==> src/rtl/dpm_pkg.sv <==
// Shared DPM datapath definitions: operand size codes, default widths and
// the sized-field msb lookup.
package dpm_pkg;

   localparam int QW_DEF = 32;
   localparam int CW_DEF = 5;

   typedef enum logic [1:0] {
      SIZE_BYTE = 2'b00,
      SIZE_WORD = 2'b01,
      SIZE_LONG = 2'b10
   } size_e;

   // Encoding 2'b11 is treated as longword as well.
   function automatic logic [7:0] size_msb(input logic [1:0] size);
      logic [7:0] msb;
      case (size)
         SIZE_BYTE: msb = 8'd7;
         SIZE_WORD: msb = 8'd15;
         default:   msb = 8'd31;
      endcase
      return msb;
   endfunction

endpackage

==> src/rtl/dpm_qreg_if.sv <==
// Command/data bundle between the DPM microcode sequencer (master) and the
// Q register block (slave).
interface dpm_qreg_if
   import dpm_pkg::*;
   #(
      parameter int QW = QW_DEF,
      parameter int CW = CW_DEF
   );

   logic          dq_q_load_h;
   logic          dq_q_shl_h;
   logic          dq_q_shr_h;
   logic [1:0]    size_h;
   logic          q_sin_h;
   logic [QW-1:0] wbus_in_h;
   logic          loop_load_h;
   logic [CW-1:0] loop_cnt_in_h;
   logic [QW-1:0] q_h;
   logic          q_sout_shl_h;
   logic          q_sout_shr_h;
   logic          q_zero_h;
   logic          loopf_h;

   modport master (
      output dq_q_load_h, dq_q_shl_h, dq_q_shr_h, size_h, q_sin_h,
             wbus_in_h, loop_load_h, loop_cnt_in_h,
      input  q_h, q_sout_shl_h, q_sout_shr_h, q_zero_h, loopf_h
   );

   modport slave (
      input  dq_q_load_h, dq_q_shl_h, dq_q_shr_h, size_h, q_sin_h,
             wbus_in_h, loop_load_h, loop_cnt_in_h,
      output q_h, q_sout_shl_h, q_sout_shr_h, q_zero_h, loopf_h
   );

endinterface

==> src/rtl/dpm_qreg_stepcnt.sv <==
// Multiply/divide step counter: loadable, decrements on each accepted shift,
// saturates at zero and flags a nonzero count.
module dpm_qreg_stepcnt #(
   parameter int CW = 5
) (
   input  logic          clk_h,
   input  logic          reset_l,
   input  logic          load,
   input  logic [CW-1:0] cnt_in,
   input  logic          dec,
   output logic          loopf
);

   logic [CW-1:0] cnt_reg;
   logic [CW-1:0] cnt_next;

   always_comb begin
      cnt_next = cnt_reg;
      if (load) begin
         cnt_next = cnt_in;
      end else if (dec && (cnt_reg != '0)) begin
         cnt_next = cnt_reg - 1'b1;
      end
   end

   always_ff @(posedge clk_h or negedge reset_l) begin
      if (!reset_l) begin
         cnt_reg <= '0;
      end else begin
         cnt_reg <= cnt_next;
      end
   end

   assign loopf = (cnt_reg != '0);

endmodule

==> src/rtl/dpm_qreg.sv <==
// DPM Q register: sized load/shift datapath with shift-out and zero flags,
// plus the step counter that drives the iteration loop flag.
module dpm_qreg
   import dpm_pkg::*;
   #(
      parameter int QW = QW_DEF,
      parameter int CW = CW_DEF
   ) (
      input  logic     clk_h,
      input  logic     reset_l,
      dpm_qreg_if.slave qbus
   );

   localparam int IW = $clog2(QW);

   logic [IW-1:0] msb_idx;
   logic [QW-1:0] is_msb;
   logic [QW-1:0] in_field;
   logic [QW-1:0] shl_val;
   logic [QW-1:0] shr_val;
   logic [QW-1:0] q_reg;
   logic [QW-1:0] q_next;
   logic          shift_ok;

   assign msb_idx = IW'(size_msb(qbus.size_h));

   // Per-bit field membership and shifted values; bits above the sized
   // field simply keep their current value.
   for (genvar gi = 0; gi < QW; gi++) begin : g_bit
      assign is_msb[gi]   = (msb_idx == IW'(gi));
      assign in_field[gi] = (IW'(gi) <= msb_idx);

      if (gi == 0) begin : g_lsb
         assign shl_val[gi] = qbus.q_sin_h;
      end else begin : g_nlsb
         assign shl_val[gi] = in_field[gi] ? q_reg[gi-1] : q_reg[gi];
      end

      if (gi == QW - 1) begin : g_top
         assign shr_val[gi] = is_msb[gi] ? qbus.q_sin_h : q_reg[gi];
      end else begin : g_ntop
         assign shr_val[gi] = is_msb[gi]   ? qbus.q_sin_h :
                              in_field[gi] ? q_reg[gi+1]  : q_reg[gi];
      end
   end

   // shl and shr together is an illegal encoding and is ignored.
   assign shift_ok = !qbus.dq_q_load_h && (qbus.dq_q_shl_h ^ qbus.dq_q_shr_h);

   always_comb begin
      q_next = q_reg;
      if (qbus.dq_q_load_h) begin
         q_next = qbus.wbus_in_h;
      end else if (shift_ok && qbus.dq_q_shl_h) begin
         q_next = shl_val;
      end else if (shift_ok && qbus.dq_q_shr_h) begin
         q_next = shr_val;
      end
   end

   always_ff @(posedge clk_h or negedge reset_l) begin
      if (!reset_l) begin
         q_reg <= '0;
      end else begin
         q_reg <= q_next;
      end
   end

   // Shift-out and zero flags depend only on registered Q and size, so the
   // shift-in mux never sees a combinational path back to its own input.
   assign qbus.q_h          = q_reg;
   assign qbus.q_sout_shl_h = |(q_reg & is_msb);
   assign qbus.q_sout_shr_h = q_reg[0];
   assign qbus.q_zero_h     = ~|(q_reg & in_field);

   dpm_qreg_stepcnt #(
      .CW(CW)
   ) u_stepcnt (
      .clk_h   (clk_h),
      .reset_l (reset_l),
      .load    (qbus.loop_load_h),
      .cnt_in  (qbus.loop_cnt_in_h),
      .dec     (shift_ok),
      .loopf   (qbus.loopf_h)
   );

endmodule

==> src/flat_wrapper.sv <==
// flat-port wrapper written by rule: the top's interface ports become plain ports
module dpm_qreg_flat import dpm_pkg::*;
#(
      parameter int QW = QW_DEF,
      parameter int CW = CW_DEF
   )
  (clk_h, reset_l, qbus_dq_q_load_h, qbus_dq_q_shl_h, qbus_dq_q_shr_h, qbus_size_h, qbus_q_sin_h, qbus_wbus_in_h, qbus_loop_load_h, qbus_loop_cnt_in_h, qbus_q_h, qbus_q_sout_shl_h, qbus_q_sout_shr_h, qbus_q_zero_h, qbus_loopf_h);
  dpm_qreg_if #(.QW(QW), .CW(CW)) qbus_i ();
  input  logic clk_h;
  input  logic reset_l;
  input wire logic [$bits(qbus_i.dq_q_load_h)-1:0] qbus_dq_q_load_h;
  input wire logic [$bits(qbus_i.dq_q_shl_h)-1:0] qbus_dq_q_shl_h;
  input wire logic [$bits(qbus_i.dq_q_shr_h)-1:0] qbus_dq_q_shr_h;
  input wire logic [$bits(qbus_i.size_h)-1:0] qbus_size_h;
  input wire logic [$bits(qbus_i.q_sin_h)-1:0] qbus_q_sin_h;
  input wire logic [$bits(qbus_i.wbus_in_h)-1:0] qbus_wbus_in_h;
  input wire logic [$bits(qbus_i.loop_load_h)-1:0] qbus_loop_load_h;
  input wire logic [$bits(qbus_i.loop_cnt_in_h)-1:0] qbus_loop_cnt_in_h;
  output wire logic [$bits(qbus_i.q_h)-1:0] qbus_q_h;
  output wire logic [$bits(qbus_i.q_sout_shl_h)-1:0] qbus_q_sout_shl_h;
  output wire logic [$bits(qbus_i.q_sout_shr_h)-1:0] qbus_q_sout_shr_h;
  output wire logic [$bits(qbus_i.q_zero_h)-1:0] qbus_q_zero_h;
  output wire logic [$bits(qbus_i.loopf_h)-1:0] qbus_loopf_h;
  assign qbus_i.dq_q_load_h = qbus_dq_q_load_h;
  assign qbus_i.dq_q_shl_h = qbus_dq_q_shl_h;
  assign qbus_i.dq_q_shr_h = qbus_dq_q_shr_h;
  assign qbus_i.size_h = qbus_size_h;
  assign qbus_i.q_sin_h = qbus_q_sin_h;
  assign qbus_i.wbus_in_h = qbus_wbus_in_h;
  assign qbus_i.loop_load_h = qbus_loop_load_h;
  assign qbus_i.loop_cnt_in_h = qbus_loop_cnt_in_h;
  assign qbus_q_h = qbus_i.q_h;
  assign qbus_q_sout_shl_h = qbus_i.q_sout_shl_h;
  assign qbus_q_sout_shr_h = qbus_i.q_sout_shr_h;
  assign qbus_q_zero_h = qbus_i.q_zero_h;
  assign qbus_loopf_h = qbus_i.loopf_h;
  dpm_qreg #(.QW(QW), .CW(CW)) u_core (.clk_h(clk_h), .reset_l(reset_l), .qbus(qbus_i));
endmodule
==> config.mk <==
export PLATFORM = sky130hd
export DESIGN_NAME = dpm_qreg_flat
export DESIGN_NICKNAME = d
export VERILOG_FILES = /design/src/rtl/dpm_pkg.sv /design/src/rtl/dpm_qreg_if.sv /design/src/rtl/dpm_qreg_stepcnt.sv /design/src/rtl/dpm_qreg.sv /design/src/flat_wrapper.sv
export SDC_FILE = /design/constraint.sdc
export NUM_CORES = 1
export LEC_CHECK = 0
export BUFFER_PORTS_ARGS = -buffer_cell sky130_fd_sc_hd__buf_2
export CORE_MARGIN = 2
export CORE_UTILIZATION = 55
export CTS_BUF_LIST = sky130_fd_sc_hd__clkbuf_8
export DETAILED_ROUTE_END_ITERATION = 10
export PLACE_DENSITY = 0.87
export SETUP_SLACK_MARGIN = 0.5
export SKIP_CTS_REPAIR_TIMING = 1
export SLEW_MARGIN = 20
export SYNTH_ARGS = -nofsm -noshare
export SYNTH_HDL_FRONTEND = slang
export SYNTH_SLANG_ARGS = --single-unit
==> constraint.sdc <==
create_clock -name clk_h -period 4.5 [get_ports clk_h]
set_input_delay 0.675 -clock clk_h [delete_from_list [all_inputs] [get_ports clk_h]]
set_output_delay 0.675 -clock clk_h [all_outputs]
set_load 0.01 [all_outputs]
* Yosys cells after proc, flatten, opt, wreduce, memory -nomap -nowiden
Index checks and enable logic that the tools add are counted.
Widths: inputs -> output; s select.
** Cells by class
- Reduce and logical (&&, ||, !) cells :: 77
- Bitwise gates (word level) :: 3
- Magnitude comparators :: 32
- Equality and inequality tests :: 63
- $add $sub $neg :: 1
- Mux-type cells :: 100
** Operator list (count)
- $mux 32 :: 3
- $reduce_bool 3->1 :: 32
- $mux 1 :: 94
- $ne 3x2->1 const B :: 31
- $reduce_and 3->1 :: 31
- $eq 5x5->1 const B :: 16
- $le 5x5->1 const A :: 16
- $and 32x32->32 :: 2
- $reduce_or 32->1 :: 2
- $eq 5x4->1 const B :: 8
- $le 4x5->1 const A :: 8
- $eq 5x3->1 const B :: 4
- $le 3x5->1 const A :: 4
- $eq 5x2->1 const B :: 2
- $le 1x5->1 const A :: 2
- $le 2x5->1 const A :: 2
- $mux 5 :: 2
- $pmux 5 s2 :: 1
- $eq 5x1->1 const B :: 1
- $logic_not 5->1 :: 1
- $reduce_bool 5->1 :: 1
- $sub 5x1->5 const B :: 1
- $logic_and 1x1->1 :: 4
- $reduce_bool 4->1 :: 1
- other kinds (6) :: 7
** Word-level totals
- Input port bits :: 46
- Output and inout bits :: 36
- Register bits :: 37
- Logic and storage cells :: 309

* Longest topological paths before layout
- Depth in word-level cells :: 8
- Mapped depth :: 6
- Mapped depth without buffers :: 6

* By module
Synthesis repeated with hierarchy kept, for this count alone.
** Second synthesis, totals
- Cell total of the unflattened synthesis :: 247
- Area, all modules :: 2449.8 sq um
** By module, submodules not included
- dpm_qreg :: times used 1, area each 2157.1 sq um, seq. area each 800.8 sq um, cells an instance 215
- dpm_qreg_stepcnt :: times used 1, area each 292.8 sq um, seq. area each 125.1 sq um, cells an instance 32

* Worst setup path after synthesis
No wires, ideal clock.
- Path kind :: register to output
- From :: reg u_core.q_reg[14] (netlist: u_core.qbus.q_h[14])
- To :: out qbus_q_zero_h
- Slack :: 2.704 ns
- Path buffers :: 0
- Required time :: 3.825 ns
- Data arrival time :: 1.121 ns
- Stages on the path, launching flop included :: 5
- Cells stage by stage :: dfrtp_1 -> nor4_1 -> nand2_1 -> a21oi_1 -> o211a_1
** Between the ends
- Word-level cells in the longest chain between the ends :: 3
** RTL lines
- from (decl) :: line dpm_qreg.sv:21 : logic [QW-1:0] q_reg;
- from (signal assigned) :: line dpm_qreg.sv:65 : q_reg <= q_next;
- $and 32x32->32 :: line dpm_qreg.sv:74 : assign qbus.q_zero_h = ~|(q_reg & in_field);
- $reduce_or 32->1 :: line dpm_qreg.sv:74
- $logic_not 1->1 :: line dpm_qreg.sv:74
- to (decl) :: line flat_wrapper.sv:22 : output wire logic [$bits(qbus_i.q_zero_h)-1:0] qbus_q_zero_h;
Every way passes these cells.

* Final worst setup path
- From :: reg u_core.q_reg[30] (netlist: u_core.qbus.q_h[30])
- To :: out qbus_q_zero_h
Same word-level chain as after synthesis.

==> impl_metrics.prom <==
# TYPE chip_impl_metric gauge
chip_impl_info{name="run_status",value="complete, no violations"} 1
chip_impl_info{name="critPathLaunch",value="u_core.qbus.q_h[30]$_DFFE_PN0P_"} 1
chip_impl_info{name="worstReg2RegEnd",value="u_core.u_stepcnt.cnt_reg[3]$_DFFE_PN0P_"} 1
chip_impl_info{name="crit_path_max_delay_family",value="simple AND/OR/NAND/NOR gates"} 1
chip_impl_metric{name="gp_congestion",unit=""} 0.832
chip_impl_metric{name="leakagePower",unit="nW"} 1.45
chip_impl_metric{name="timing_hold_violations_final",unit=""} 0
chip_impl_metric{name="grt_overflow",unit=""} 0
chip_impl_info{name="worstReg2RegStart",value="u_core.u_stepcnt.cnt_reg[0]$_DFFE_PN0P_"} 1
chip_impl_metric{name="async_reset_ff_frac",unit=""} 1.00
chip_impl_metric{name="ir_drop",unit="mV"} 0.187
chip_impl_metric{name="finalSetupTns",unit="ns"} 0
chip_impl_metric{name="timing.final.ws_setup",unit="ns"} 2.18
chip_impl_metric{name="multi_input_comb_area",unit="um^2"} 1310
chip_impl_metric{name="crit_arrival",unit="ns"} 1.64
chip_impl_info{name="global_route.peak_usage_layer",value="met2"} 1
chip_impl_metric{name="grtUsageMet2",unit=""} 0.390
chip_impl_metric{name="netlist_area",unit="um^2"} 2340
chip_impl_metric{name="final-instance-count-excl-fill",unit=""} 364
chip_impl_metric{name="path_clk_slew",unit="ns"} 0.07
chip_impl_info{name="library_cell_with_the_highest_instance_count_after_synthesis",value="sky130_fd_sc_hd__nand2_1"} 1
chip_impl_metric{name="met1_capacity_usage_during_global_routing",unit=""} 0.322
chip_impl_info{name="timing.critical_path.from_type",value="flop"} 1
chip_impl_metric{name="cts-buffers-inserted",unit=""} 5
chip_impl_info{name="synth_area_leaders",value="sky130_fd_sc_hd__dfrtp_1, sky130_fd_sc_hd__mux2i_1, sky130_fd_sc_hd__mux2_2"} 1
chip_impl_metric{name="drt_pass1_iterations",unit=""} 4
chip_impl_metric{name="timing_max_transition_violations_final",unit=""} 0
chip_impl_metric{name="critPathRequiredTime",unit="ns"} 3.83
chip_impl_metric{name="setup_viol",unit=""} 0
chip_impl_metric{name="clkLatencyLatePin",unit="ns"} 0.29
chip_impl_metric{name="initial_core_util",unit=""} 0.578
chip_impl_metric{name="ys.warnings.count",unit=""} 0
chip_impl_metric{name="number_of_flip_flops_under_the_largest_register_name",unit=""} 32
chip_impl_metric{name="fp-row-count",unit=""} 23
chip_impl_metric{name="syn_avg_cell_area",unit="um^2"} 9.73
chip_impl_metric{name="wl_per_cell",unit="um"} 15.2
chip_impl_info{name="worst_path_cell_chain",value="nor4_1 > nand4_1 > nor2_1 > o211a_1 > buf_2"} 1
chip_impl_metric{name="clk_path_buf_depth",unit=""} 2
chip_impl_metric{name="period_share",unit=""} 0.515
chip_impl_metric{name="design_power_total",unit="mW"} 0.981
chip_impl_metric{name="first_global_vias",unit=""} 2054
chip_impl_metric{name="clkSinkCount",unit=""} 37
chip_impl_metric{name="synth-edff-count",unit=""} 0
chip_impl_metric{name="die_width",unit="um"} 69.3
chip_impl_metric{name="detailed_place_hpwl",unit="um"} 3890
chip_impl_metric{name="placement.io_buffers",unit=""} 81
chip_impl_metric{name="total_buffers_and_inverters_traversed_by_the_critical_path",unit=""} 1
chip_impl_metric{name="synth_cells",unit=""} 241
chip_impl_metric{name="io_pins",unit=""} 82
chip_impl_metric{name="detailedRoute.firstIterationViolations",unit=""} 175
chip_impl_metric{name="worst_tran_pin_value",unit="ns"} 1.01
chip_impl_info{name="critical_path.endpoint_type",value="output port"} 1
chip_impl_metric{name="grt_pass1_wl",unit="um"} 9400
chip_impl_metric{name="syn_nets",unit=""} 288
chip_impl_metric{name="level_count_of_the_clock_h_tree",unit=""} 2
chip_impl_metric{name="layout.filler_cells",unit=""} 339
chip_impl_metric{name="seqCellArea",unit="um^2"} 926
chip_impl_metric{name="ff2ff_path_depth",unit=""} 6
chip_impl_metric{name="critPathMaxFanout",unit=""} 5
chip_impl_metric{name="final_antenna_net_count",unit=""} 0
chip_impl_info{name="critical_path_class",value="reg -> out"} 1
chip_impl_metric{name="worst_clock_skew",unit="ns"} 0.00622
chip_impl_metric{name="combined_global_route_utilization_of_all_metal_layers",unit=""} 0.240
chip_impl_metric{name="fmaxAchievable",unit="MHz"} 431
chip_impl_info{name="synth_area_leader_cell",value="sky130_fd_sc_hd__dfrtp_1"} 1
chip_impl_metric{name="wl",unit="um"} 5550
chip_impl_info{name="hold_path_class",value="in -> async"} 1
chip_impl_metric{name="gr-usage-met3",unit=""} 0.0451
chip_impl_metric{name="post-route-min-period",unit="ns"} 2.32
chip_impl_metric{name="place_worst_setup_slack",unit="ns"} 2.24
chip_impl_metric{name="cap_viol_max_count",unit=""} 0
chip_impl_metric{name="antenna_cells_inserted",unit=""} 0
chip_impl_metric{name="synth.ff_latch_count",unit=""} 37
chip_impl_info{name="grt_setup_unrepaired",value="no"} 1
chip_impl_metric{name="power_per_cell_area",unit="nW/um^2"} 349
chip_impl_metric{name="drc",unit=""} 0
chip_impl_info{name="ys_dominant_reg_cell",value="sky130_fd_sc_hd__dfrtp_1"} 1
chip_impl_metric{name="synth_top_area_share",unit=""} 0.395
chip_impl_metric{name="synth.yosys.seq_area_share",unit=""} 0.395
chip_impl_metric{name="area.growth.synth_to_final",unit="%"} 19.9
chip_impl_info{name="cpMaxStageDelayCell",value="sky130_fd_sc_hd__dfrtp_1"} 1
chip_impl_metric{name="timing.reg2reg.setup_slack",unit="ns"} 2.79
chip_impl_metric{name="worst_slew_margin_rel",unit=""} 0.325
chip_impl_info{name="clock_tree.root_cell",value="sky130_fd_sc_hd__clkbuf_8"} 1
chip_impl_metric{name="placed_cells",unit=""} 357
chip_impl_info{name="cts_tree",value="built"} 1
chip_impl_metric{name="placeableCoreArea",unit="um^2"} 4060
chip_impl_metric{name="maximum_number_of_pins_on_one_net_before_global_route_repair",unit=""} 69
chip_impl_metric{name="grt_antenna_before_repair",unit=""} 0
chip_impl_metric{name="critPathMaxStageDelay",unit="ns"} 0.43
chip_impl_metric{name="die_area",unit="um^2"} 4800
chip_impl_metric{name="fin_nets",unit=""} 361
chip_impl_metric{name="drive_above_1_share",unit=""} 0.363
chip_impl_metric{name="detailroute.via_count",unit=""} 2052
chip_impl_metric{name="fp.dieH",unit="um"} 69.3
chip_impl_metric{name="post_synth_num_cell_types",unit=""} 39
chip_impl_metric{name="avgViaCountPerCell",unit=""} 5.64
chip_impl_info{name="synth_top_cells_by_count",value="sky130_fd_sc_hd__nand2_1, sky130_fd_sc_hd__dfrtp_1, sky130_fd_sc_hd__o21ai_0, sky130_fd_sc_hd__mux2i_1, sky130_fd_sc_hd__mux2_2"} 1
[final cells by class]
cell class	instances	area share
multi-input cells	183	0.464
flip-flops and latches	37	0.329
repair buffers	82	0.147
clock buffers	6	0.0294
well taps	50	0.0223
inverters	5	0.00668
clock inverters	1	0.00134
[how the worst max path moves through the flow]
stage,end,slack (ns),cells past startpoint
after detailed placement,u_core.qbus.q_h[31]$_DFFE_PN0P_,2.24,5
after CTS,qbus_q_zero_h,2.20,5
after global placement,u_core.qbus.q_h[19]$_DFFE_PN0P_,2.29,5
after global routing,qbus_q_zero_h,2.10,5
final,qbus_q_zero_h,2.18,5
after floorplan,qbus_q_zero_h,2.70,4
[metrics by stage]
step	area (um^2)	hold WS [ns]	util
3_5_place_dp	2730	0.576	0.672
4_1_cts	2810	0.512	0.693
5_1_grt	2810	0.563	0.693
6_report	2810	0.482	0.693
2_1_floorplan	2340	0.379	-
3_3_place_gp	2730	0.544	0.672
[layer usage]
metal	wire (um)	part of all wire
met3	326	0.059
met2	2730	0.49
met1	2430	0.44
met5	0	0
met4	65	0.012
[power breakdown]
| group | internal, mW | switching (mW) |
|---|---|---|
| clock | 0.119 | 0.110 |
| combinational | 0.146 | 0.142 |
| sequential | 0.388 | 0.0765 |
| total | 0.653 | 0.328 |
[cells by family (layout without fill, tap and decap cells)]
kind of cell	Yosys count	in the layout	share of synthesized area
flops	37	37	0.395
xor+xnor	4	4	0.0181
simple gates	69	69	0.140
mux	60	60	0.275
fa+ha+maj	1	1	0.00534
buf+inv	21	94	0.0486
compound gates	49	49	0.118
[placed cells by master, fill, tap and decap left out, types with 2 or more instances in the layout]
master and count:
sky130_fd_sc_hd__o21ai_0 34, sky130_fd_sc_hd__nand2_1 40, sky130_fd_sc_hd__mux2_1 8, sky130_fd_sc_hd__dfrtp_1 37, sky130_fd_sc_hd__and2_1 2, sky130_fd_sc_hd__inv_1 6
sky130_fd_sc_hd__nor2_1 8, sky130_fd_sc_hd__xnor2_1 2, sky130_fd_sc_hd__clkbuf_8 6, sky130_fd_sc_hd__mux2i_1 31, sky130_fd_sc_hd__buf_2 81, sky130_fd_sc_hd__o31ai_1 3
sky130_fd_sc_hd__a21oi_1 4, sky130_fd_sc_hd__nand2b_1 2, sky130_fd_sc_hd__mux2_4 2, sky130_fd_sc_hd__nor4_1 9, sky130_fd_sc_hd__mux2_2 19
No activity file was read; power rests on OpenSTA's default activity.
